### config.mk
export PLATFORM = sky130hd
export DESIGN_NAME = shapool_board_supervisor_flat
export DESIGN_NICKNAME = d
export VERILOG_FILES = /design/src/rtl/shapool_board_supervisor_if.sv /design/src/rtl/shapool_board_supervisor.sv /design/src/flat_wrapper.sv
export SDC_FILE = /design/constraint.sdc
export NUM_CORES = 1
export LEC_CHECK = 0
export CAP_MARGIN = 20
export CORE_MARGIN = 2
export CORE_UTILIZATION = 54
export CTS_CLUSTER_SIZE = 24
export DETAILED_ROUTE_END_ITERATION = 10
export GPL_TIMING_DRIVEN = 0
export PLACE_DENSITY = 0.89
export SLEW_MARGIN = 20
export SYNTH_ARGS = -nofsm -noshare
export SYNTH_HDL_FRONTEND = slang
export SYNTH_SLANG_ARGS = --single-unit
### constraint.sdc
create_clock -name clk_in -period 2.1 [get_ports clk_in]
set_input_delay 0.315 -clock clk_in [delete_from_list [all_inputs] [get_ports clk_in]]
set_output_delay 0.315 -clock clk_in [all_outputs]
set_load 0.02 [all_outputs]
### src/rtl/shapool_board_supervisor_if.sv
// Core-array side bundle of the board supervisor.
//   core_ready_in  : per-core success pulse/level (core array -> supervisor)
//   core_mask_in   : per-core enable, 1 = channel supervised (static in RUN)
//   core_reset_out : active-high synchronous reset to the core array
//   ready_vec_out  : latched per-core READY flags
// master = supervisor side, slave = core-array side.
interface shapool_board_supervisor_if #(
  parameter int NUM_CORES = 4
);
  logic [NUM_CORES-1:0] core_ready_in;
  logic [NUM_CORES-1:0] core_mask_in;
  logic                 core_reset_out;
  logic [NUM_CORES-1:0] ready_vec_out;

  modport master (
    input  core_ready_in,
    input  core_mask_in,
    output core_reset_out,
    output ready_vec_out
  );

  modport slave (
    output core_ready_in,
    output core_mask_in,
    input  core_reset_out,
    input  ready_vec_out
  );
endinterface

### src/rtl/shapool_board_supervisor.sv
// Board-level supervisor for multi-core shapool builds.
// Qualifies PLL lock, sequences the core-array reset, latches per-core READY
// flags into one open-drain READY line and drives a mode-coded status LED.
//
// Ports:
//   clk_in           : system clock (PLL global output)
//   reset_in         : synchronous active-high reset
//   pll_locked_in    : PLL LOCK, asynchronous
//   cs0_n_in         : global SPI chip-select (active low, async); a falling
//                      edge marks a new job and clears the READY latches
//   cs1_n_in         : daisy SPI chip-select (active low, async); activity only
//   core_if          : core-array bundle (ready/mask in, reset/ready_vec out)
//   ready_n_oe_out   : 1 = READY pad driven low, 0 = released
//   status_led_n_out : active-low status LED
//   state_out        : 0 WAIT_LOCK, 1 STABILISE, 2 RELEASE, 3 RUN
//
// Optional feature: define SHAPOOL_SUPERVISOR_WDT_EN to add a RUN-state
// watchdog that re-pulses the core reset after 2^WDT_LOG2-1 idle cycles.
module shapool_board_supervisor #(
  parameter int NUM_CORES          = 4,
  parameter int LOCK_STABLE_CYCLES = 1024,
  parameter int RESET_HOLD_CYCLES  = 16,
  parameter int SYNC_STAGES        = 2,
  parameter int BLINK_LOG2         = 22,
  parameter int WDT_LOG2           = 26
) (
  input  logic                         clk_in,
  input  logic                         reset_in,
  input  logic                         pll_locked_in,
  input  logic                         cs0_n_in,
  input  logic                         cs1_n_in,
  shapool_board_supervisor_if.master   core_if,
  output logic                         ready_n_oe_out,
  output logic                         status_led_n_out,
  output logic [1:0]                   state_out
);

  typedef enum logic [1:0] {
    WAIT_LOCK = 2'd0,
    STABILISE = 2'd1,
    RELEASE   = 2'd2,
    RUN       = 2'd3
  } state_t;

  // One counter serves both STABILISE and RELEASE; it is sized for the larger.
  localparam int CNT_SPAN = (LOCK_STABLE_CYCLES > RESET_HOLD_CYCLES) ?
                            LOCK_STABLE_CYCLES : RESET_HOLD_CYCLES;
  localparam int CNT_W    = $clog2((CNT_SPAN < 2) ? 2 : CNT_SPAN);
  localparam logic [CNT_W-1:0] STAB_LAST = CNT_W'(LOCK_STABLE_CYCLES - 1);
  localparam logic [CNT_W-1:0] HOLD_LAST = CNT_W'(RESET_HOLD_CYCLES - 1);

  state_t                   state;
  logic [CNT_W-1:0]         cnt;
  logic [BLINK_LOG2-1:0]    blink_cnt;
  logic [NUM_CORES-1:0]     ready_vec;
  logic                     core_reset;
  logic [SYNC_STAGES-1:0]   lock_sync;
  logic [SYNC_STAGES-1:0]   cs0_sync;
  logic [SYNC_STAGES-1:0]   cs1_sync;
  logic                     cs0_prev;
  logic                     lock;
  logic                     cs0_s;
  logic                     cs0_fall;

  assign lock     = lock_sync[SYNC_STAGES-1];
  assign cs0_s    = cs0_sync[SYNC_STAGES-1];
  assign cs0_fall = cs0_prev & ~cs0_s;

`ifdef SHAPOOL_SUPERVISOR_WDT_EN
  logic                cs1_prev;
  logic [WDT_LOG2-1:0] wdt_cnt;
  logic                cs_activity;
  assign cs_activity = (cs0_prev ^ cs0_s) | (cs1_prev ^ cs1_sync[SYNC_STAGES-1]);
`else
  // cs1_n is synchronised but has no consumer in this build.
`endif

  // Synchronisers: chip-selects idle high, lock idles low.
  always_ff @(posedge clk_in) begin
    if (reset_in) begin
      lock_sync <= '0;
      cs0_sync  <= '1;
      cs1_sync  <= '1;
      cs0_prev  <= 1'b1;
`ifdef SHAPOOL_SUPERVISOR_WDT_EN
      cs1_prev  <= 1'b1;
`endif
    end else begin
      lock_sync <= {lock_sync[SYNC_STAGES-2:0], pll_locked_in};
      cs0_sync  <= {cs0_sync[SYNC_STAGES-2:0], cs0_n_in};
      cs1_sync  <= {cs1_sync[SYNC_STAGES-2:0], cs1_n_in};
      cs0_prev  <= cs0_s;
`ifdef SHAPOOL_SUPERVISOR_WDT_EN
      cs1_prev  <= cs1_sync[SYNC_STAGES-1];
`endif
    end
  end

  always_ff @(posedge clk_in) begin
    if (reset_in) begin
      state            <= WAIT_LOCK;
      cnt              <= '0;
      blink_cnt        <= '0;
      ready_vec        <= '0;
      core_reset       <= 1'b1;
      ready_n_oe_out   <= 1'b0;
      status_led_n_out <= 1'b1;
`ifdef SHAPOOL_SUPERVISOR_WDT_EN
      wdt_cnt          <= '0;
`endif
    end else begin
      blink_cnt      <= blink_cnt + 1'b1;
      ready_n_oe_out <= |ready_vec;
`ifdef SHAPOOL_SUPERVISOR_WDT_EN
      wdt_cnt        <= '0;
`endif

      case (state)
        WAIT_LOCK: status_led_n_out <= 1'b1;
        STABILISE,
        RELEASE:   status_led_n_out <= blink_cnt[BLINK_LOG2-3];
        default:   status_led_n_out <= ready_n_oe_out ? blink_cnt[BLINK_LOG2-1] : 1'b0;
      endcase

      case (state)
        WAIT_LOCK: begin
          core_reset <= 1'b1;
          ready_vec  <= '0;
          cnt        <= '0;
          if (lock) state <= STABILISE;
        end
        STABILISE: begin
          if (!lock) begin
            state <= WAIT_LOCK;
            cnt   <= '0;
          end else if (cnt == STAB_LAST) begin
            state <= RELEASE;
            cnt   <= '0;
          end else begin
            cnt <= cnt + 1'b1;
          end
        end
        RELEASE: begin
          if (!lock) begin
            state <= WAIT_LOCK;
            cnt   <= '0;
          end else if (cnt == HOLD_LAST) begin
            state      <= RUN;
            core_reset <= 1'b0;
            cnt        <= '0;
          end else begin
            cnt <= cnt + 1'b1;
          end
        end
        default: begin
          if (!lock) begin
            state      <= WAIT_LOCK;
            core_reset <= 1'b1;
            ready_vec  <= '0;
          end else begin
            // Set term is OR-ed after the clear so a result landing on the
            // clear cycle survives.
            ready_vec <= (ready_vec & ~{NUM_CORES{cs0_fall}}) |
                         (core_if.core_ready_in & core_if.core_mask_in);
`ifdef SHAPOOL_SUPERVISOR_WDT_EN
            if (cs_activity || ready_n_oe_out) begin
              wdt_cnt <= '0;
            end else if (&wdt_cnt) begin
              state      <= RELEASE;
              core_reset <= 1'b1;
              ready_vec  <= '0;
              cnt        <= '0;
            end else begin
              wdt_cnt <= wdt_cnt + 1'b1;
            end
`endif
          end
        end
      endcase
    end
  end

  assign core_if.core_reset_out = core_reset;
  assign core_if.ready_vec_out  = ready_vec;
  assign state_out              = state;

endmodule

### src/flat_wrapper.sv
// flat-port wrapper written by rule: the top's interface ports become plain ports
module shapool_board_supervisor_flat 
#(
  parameter int NUM_CORES          = 4,
  parameter int LOCK_STABLE_CYCLES = 1024,
  parameter int RESET_HOLD_CYCLES  = 16,
  parameter int SYNC_STAGES        = 2,
  parameter int BLINK_LOG2         = 22,
  parameter int WDT_LOG2           = 26
)
  (clk_in, reset_in, pll_locked_in, cs0_n_in, cs1_n_in, ready_n_oe_out, status_led_n_out, state_out, core_if_core_ready_in, core_if_core_mask_in, core_if_core_reset_out, core_if_ready_vec_out);
  shapool_board_supervisor_if #(.NUM_CORES(NUM_CORES)) core_if_i ();
  input  logic clk_in;
  input  logic reset_in;
  input  logic pll_locked_in;
  input  logic cs0_n_in;
  input  logic cs1_n_in;
  output logic ready_n_oe_out;
  output logic status_led_n_out;
  output logic [1:0] state_out;
  input wire logic [$bits(core_if_i.core_ready_in)-1:0] core_if_core_ready_in;
  input wire logic [$bits(core_if_i.core_mask_in)-1:0] core_if_core_mask_in;
  output wire logic [$bits(core_if_i.core_reset_out)-1:0] core_if_core_reset_out;
  output wire logic [$bits(core_if_i.ready_vec_out)-1:0] core_if_ready_vec_out;
  assign core_if_i.core_ready_in = core_if_core_ready_in;
  assign core_if_i.core_mask_in = core_if_core_mask_in;
  assign core_if_core_reset_out = core_if_i.core_reset_out;
  assign core_if_ready_vec_out = core_if_i.ready_vec_out;
  shapool_board_supervisor #(.NUM_CORES(NUM_CORES), .LOCK_STABLE_CYCLES(LOCK_STABLE_CYCLES), .RESET_HOLD_CYCLES(RESET_HOLD_CYCLES), .SYNC_STAGES(SYNC_STAGES), .BLINK_LOG2(BLINK_LOG2), .WDT_LOG2(WDT_LOG2)) u_core (.clk_in(clk_in), .reset_in(reset_in), .pll_locked_in(pll_locked_in), .cs0_n_in(cs0_n_in), .cs1_n_in(cs1_n_in), .core_if(core_if_i), .ready_n_oe_out(ready_n_oe_out), .status_led_n_out(status_led_n_out), .state_out(state_out));
endmodule
==> Word-level counts from Yosys, hierarchy flattened <==
Cells that the tools add are included.
{ "classes": {"n_addsub": 2, "bitwise_logic": 7, "n_eq_ne": 11, "mux": 20, "reduce_logical": 6} }
{ "op_table": {"columns": ["operator", "n"], "rows": [
  ["10-bit two-way mux", 4],
  ["10-bit one-hot mux with 3 select lines", 1],
  ["22-bit by 1-bit adder with 22-bit output, second input constant", 1],
  ["2-bit two-way mux", 6],
  ["10-bit by 1-bit adder with 10-bit output, second input constant", 1],
  ["10-bit equality test, second input constant", 1],
  ["10-bit by 4-bit equality test with 1-bit output, second input constant", 1],
  ["3-bit inequality test, second input constant", 3],
  ["4-bit bitwise AND", 2],
  ["4-bit one-hot mux with 2 select lines", 1],
  ["4-bit AND reduction", 2],
  ["2-bit by 1-bit inequality test with 1-bit output, second input constant", 3],
  ["2-bit one-hot mux with 3 select lines", 1],
  ["1-bit two-way mux", 4],
  ["4-bit two-way mux", 1],
  ["4-bit inequality test, second input constant", 1],
  ["4-bit NOT", 1],
  ["4-bit OR", 1],
  ["4-bit OR reduction", 1],
  ["1-bit one-hot mux with 3 select lines", 1],
  ["3-bit nonzero test", 1],
  ["2-bit by 1-bit equality test with 1-bit output, second input constant", 1],
  ["2-bit equality test, second input constant", 1],
  ["2-bit logical NOT", 1],
  ["4 further kinds", 5]
]} }
{ "word_totals": {"in_bits": 13, "word_cells": 56, "reg_bits": 46, "output_inout_bits": 9} }

==> Longest topological paths before layout <==
Gate-level depths: netlist of run 1.
{ "logic_depth": {"word_depth": 7, "ltp_mapped": 8, "depth_no_buf": 7} }

==> Least setup slack after synthesis of run 1 <==
No wires, ideal clock.
{ "synth_path": {"path_kind": "register to register", "startpoint": "register u_core.state[1], in the netlist u_core.state_out[1]", "endpoint": "register u_core.state[1], in the netlist u_core.state_out[1]", "setup_slack_ns": -0.007, "arrival_ns": 2.039, "t_required_ns": 2.033, "stages_incl_launch_ff": 8, "synth_period_minus_slack_ns": 2.107, "setup_ns": 0.067, "path_buffers": 0, "cell_sequence": "dfxtp_1 -> inv_1 -> ha_1 -> or4bb_1 -> o21ai_1 -> o32ai_2 -> or3_1 -> a21oi_2"} }
{ "synth_between": {"elab_chain_cells": 3, "word_cells_on_any_way": 9, "cone_classes": "eq/ne (6); mux (1); reduce/logical (2)"} }
{ "synth_rtl": {"columns": ["item", "line_no", "source"], "rows": [
  ["from (decl)", "shapool_board_supervisor.sv:52", "state_t state;"],
  ["from (signal assigned)", "shapool_board_supervisor.sv:101", "state <= WAIT_LOCK;"],
  ["from (signal assigned)", "shapool_board_supervisor.sv:130", "if (lock) state <= STABILISE;"],
  ["from (signal assigned)", "shapool_board_supervisor.sv:134", "state <= WAIT_LOCK;"],
  ["2-bit by 1-bit equality test with 1-bit output (tied with other cells)", "shapool_board_supervisor.sv:125", "case (state)"],
  ["4-bit inequality test (no line) (tied with other cells)", null, null],
  ["4-bit AND reduction (no line)", null, null]
]} }
Parallel ways exist; a longest one is shown, timed or not.
A chain may end at the register's enable or synchronous reset.

==> Worst setup path in the final report of run 1 <==
Same ends and word-level chain as after synthesis.

==> impl_metrics.tcl, run 1 <==
set metrics [dict create \
    outcome "finished, final reports clean" \
    drv_cap 0 \
    design.final.nets 286 \
    dieWidth_um 66.54 \
    row_count 22 \
    clockBufferDepth 2 \
    skew_pair_late_insertion_delay_ps 310 \
    data_required_time_at_the_worst_endpoint_ps 2320 \
    cp_cell_sequence "inv_1, ha_2, or4bb_1, o21ai_1, o32ai_2, or3_1, a21oi_2" \
    fp.dieH_um 66.54 \
    yosys.cell_types.count 44 \
    core_box_area_um2 3716 \
    grt_overflow 0 \
    report.final.hold_viol_count 0 \
    drt_wl_total_um 4247 \
    number_of_antenna_diodes 0 \
    finish.cell_count_without_fillers 315 \
    dpl.hpwl_um 3031 \
    crit_path_max_incr_delay_ps 480 \
    largest_net_degree_at_the_start_of_global_routing 16 \
    synth_top_flop_cell "sky130_fd_sc_hd__dfxtp_1" \
    final_cell_mix "sky130_fd_sc_hd__dfxtp_1, sky130_fd_sc_hd__nor2_1, sky130_fd_sc_hd__nand2_1, sky130_fd_sc_hd__clkdlybuf4s50_1, sky130_fd_sc_hd__nand3_1" \
    category_of_the_worst_setup_path_capture_point "register" \
    number_of_cells_on_the_worst_reg_to_reg_path 7 \
    timing_max_transition_violations_final 0 \
    grt_first_pass_wirelength_um 7472 \
    die-area_um2 4428 \
    floorplan.initialDensity 0.5684 \
    cts-root-buf "sky130_fd_sc_hd__clkbuf_8" \
    synth-warning-count 0 \
    area_growth_syn_to_layout_pct 17.71 \
    port-buffer-count 20 \
    r2r_setup_slack_ps 90 \
    num_io_pins 22 \
    vias 1797 \
    rsz0062_at_grt "yes" \
    drt_pass1_iterations 4 \
    clock_sinks 46 \
    place.detailed.instances 308 \
    clock_skew_ps 12.34 \
    min-delay-path-class "reg2reg" \
    r2r_end "u_core.state_out[1]$_SDFFE_PP0P_" \
    finalWeightedCongestion 0.8488 \
    cts_max_level 2 \
    crit-reg2reg-launch "u_core.state_out[1]$_SDFFE_PP0P_" \
    total_power_mw 1.618 \
    max_clock_freq_mhz 496.9 \
    cpMaxStageDelayCell "sky130_fd_sc_hd__or4bb_1" \
    setup_ws_ps 87.69 \
    post_drt_via_cell_ratio 5.705 \
    synth-seq-area-share 0.4360 \
    shortest_clock_period_the_worst_path_allows_after_layout_ps 2012 \
    layout.cells.most_common "sky130_fd_sc_hd__dfxtp_1" \
    clock_slew_at_the_register_clock_pins_of_the_worst_setup_and_hold_paths_ps 90 \
    critical_path.startpoint "u_core.state_out[1]$_SDFFE_PP0P_" \
    postSynthAreaPerCell_um2 8.800 \
    worstSetupEndpoint "u_core.state_out[1]$_SDFFE_PP0P_" \
    leakagePower_nw 0.8825 \
    global_route.usage.total 0.2217 \
    min_period_over_period 0.9582 \
    antenna_found_initial 0 \
    final_routed_wire_length_divided_by_cell_count_um 13.48 \
    worst-endpoint-arrival_ps 2230 \
    worst_slew_slack_as_a_fraction_of_its_limit 0.4281 \
    synth_edf_count 0 \
    critPathLaunchType "register" \
    layout-drive-gt1-share 0.1049 \
    detailedRoute.firstIterationViolations 106 \
    drc 0 \
    worst-setup-path-type "reg2reg" \
    tritoncts "yes" \
    setup_violations 0 \
    grt_pass1_vias 1711 \
    final.hold.worst_slack_ps 422.3 \
    post_cts_buffers 0 \
    synth-seq-cells 46 \
    critical_path.max_fanout 8 \
    cts_inserted_buffers 5 \
    hold_buffers 0 \
    power_per_cell_area_nw_per_um2 650.7 \
    ir_drop_mv 0.3579 \
    synth_cells 240 \
    hold_path.startpoint "u_core.cs0_sync[0]$_SDFF_PP1_" \
    worst_max_slew_pin_slew_ps 851.4 \
    pre_cts_ws_ps 10.73 \
    syn-num-nets 260 \
    drt.antenna.violating_nets 0 \
    asyncSetResetFlopFracSynth 0 \
    synthesis.area_um2 2112 \
]
[state kept, by name (all words and copies together), names as in the netlist, 2 cells and up]
register / cells
u_core.state_out: 2
u_core.core_if.ready_vec_out: 4
u_core.cs0_sync: 2
u_core.cnt: 10
u_core.blink_cnt: 22
u_core.lock_sync: 2
[cell type report]
| type | count | area, µm² |
|---|---|---|
| buffer | 7 | 27.53 |
| tap | 48 | 60.06 |
| inverter | 5 | 18.77 |
| fill | 301 | 1230 |
| timing repair buffer | 20 | 200.2 |
| multi-input combinational | 181 | 1161 |
| sequential | 46 | 928.4 |
| clock buffer | 5 | 68.82 |
| clock inverter | 3 | 21.27 |
[worst min path at each step]
stage,endpoint,depth (start not counted)
6_report,u_core.cs0_sync[1]$_SDFF_PP1_,1
4_1_cts,u_core.cs0_sync[1]$_SDFF_PP1_,1
3_5_place_dp,u_core.cs0_sync[1]$_SDFF_PP1_,1
5_1_grt,u_core.cs0_sync[1]$_SDFF_PP1_,1
3_3_place_gp,u_core.cs0_sync[1]$_SDFF_PP1_,1
2_1_floorplan,u_core.cs0_sync[1]$_SDFF_PP1_,1
[metal layers]
| layer | up-vias | wire (µm) | global-route usage |
|---|---|---|---|
| met5 | - | 0 | 0 |
| met4 | 0 | 99 | 0.1071 |
| met3 | 11 | 168 | 0.05574 |
| met2 | 43 | 2063 | 0.3625 |
| met1 | 851 | 1915 | 0.2709 |
| li1 | 892 | - | - |
[where the power goes]
group / switching, mW / internal [mW]
Sequential: 0.0164 / 0.889
Combinational: 0.0933 / 0.0850
Clock: 0.301 / 0.234
Total: 0.410 / 1.21
[cells by family (layout without fill, tap and decap cells)]
logic type,count (synthesis),after routing,synth area share
muxes,1,1,0.004740
DFF,46,46,0.4360
and+or+nand+nor,118,118,0.2820
adders and majority gates,7,7,0.04147
xor gates and xnor gates,21,21,0.08709
AOI/OAI and AO/OA,34,34,0.1250
buffers and inverters,13,40,0.02370
[cells in the mapped netlist, types with 2 or more instances]
master	instances	share of area
sky130_fd_sc_hd__a21oi_1	6	0.014
sky130_fd_sc_hd__xor2_1	14	0.058
sky130_fd_sc_hd__buf_1	2	0.0036
sky130_fd_sc_hd__or2_2	3	0.0089
sky130_fd_sc_hd__nand2_1	21	0.037
sky130_fd_sc_hd__inv_1	5	0.0089
sky130_fd_sc_hd__and3_1	4	0.012
sky130_fd_sc_hd__nand3_1	16	0.038
sky130_fd_sc_hd__or3_1	3	0.0089
sky130_fd_sc_hd__o21ai_1	3	0.0071
sky130_fd_sc_hd__a211oi_1	2	0.0071
sky130_fd_sc_hd__nand2b_1	2	0.0059
sky130_fd_sc_hd__nor2b_1	3	0.0089
sky130_fd_sc_hd__nor2_1	40	0.071
sky130_fd_sc_hd__nor4_1	3	0.0089
sky130_fd_sc_hd__a32oi_1	5	0.021
sky130_fd_sc_hd__o22ai_1	2	0.0059
sky130_fd_sc_hd__xnor2_1	7	0.029
sky130_fd_sc_hd__o21ai_0	4	0.0095
sky130_fd_sc_hd__clkbuf_1	5	0.0089
sky130_fd_sc_hd__o41ai_1	2	0.0083
sky130_fd_sc_hd__dfxtp_1	46	0.44
sky130_fd_sc_hd__nor3b_1	4	0.014
sky130_fd_sc_hd__ha_1	7	0.041
sky130_fd_sc_hd__nand4_1	7	0.021
sky130_fd_sc_hd__nor3_1	5	0.012
sky130_fd_sc_hd__a31oi_1	2	0.0059
[critical path: cells and delay by family (launching register included)]
kind                     cells  cell delay [ps]
flip-flops                   1              390
AND/OR/NAND/NOR              2              820
buffers and inverters        1               70
adder cells (fa/ha/maj)      1              240
AO/OA/AOI/OAI                3              410
[what timing repair did]
item	4_1_cts	5_1_grt
resized for setup	2	5
pin swaps	0	0
cloned	0	0
setup endpoints to repair	2	5
[through the flow]
stage               TNS (ps)  utilization  area (µm²)
floorplan                  0            -        2115
global placement           0       0.6391        2375
detailed placement         0       0.6391        2375
CTS                        0       0.6657        2474
global route          -39.09       0.6690        2486
finish                     0       0.6690        2486
No activity file was read; power rests on OpenSTA's default activity.
==> run 2, diff against run 1 <==
--- a/config.mk
+++ b/config.mk
@@ -5,7 +5,7 @@
 export SDC_FILE = /design/constraint.sdc
 export NUM_CORES = 1
 export LEC_CHECK = 0
-export CAP_MARGIN = 20
+export CAP_MARGIN = 5
 export CORE_MARGIN = 2
 export CORE_UTILIZATION = 54
 export CTS_CLUSTER_SIZE = 24
==> results of run 2 <==
Same layout as run 1: the final DEF is identical, and so are final timing and power.
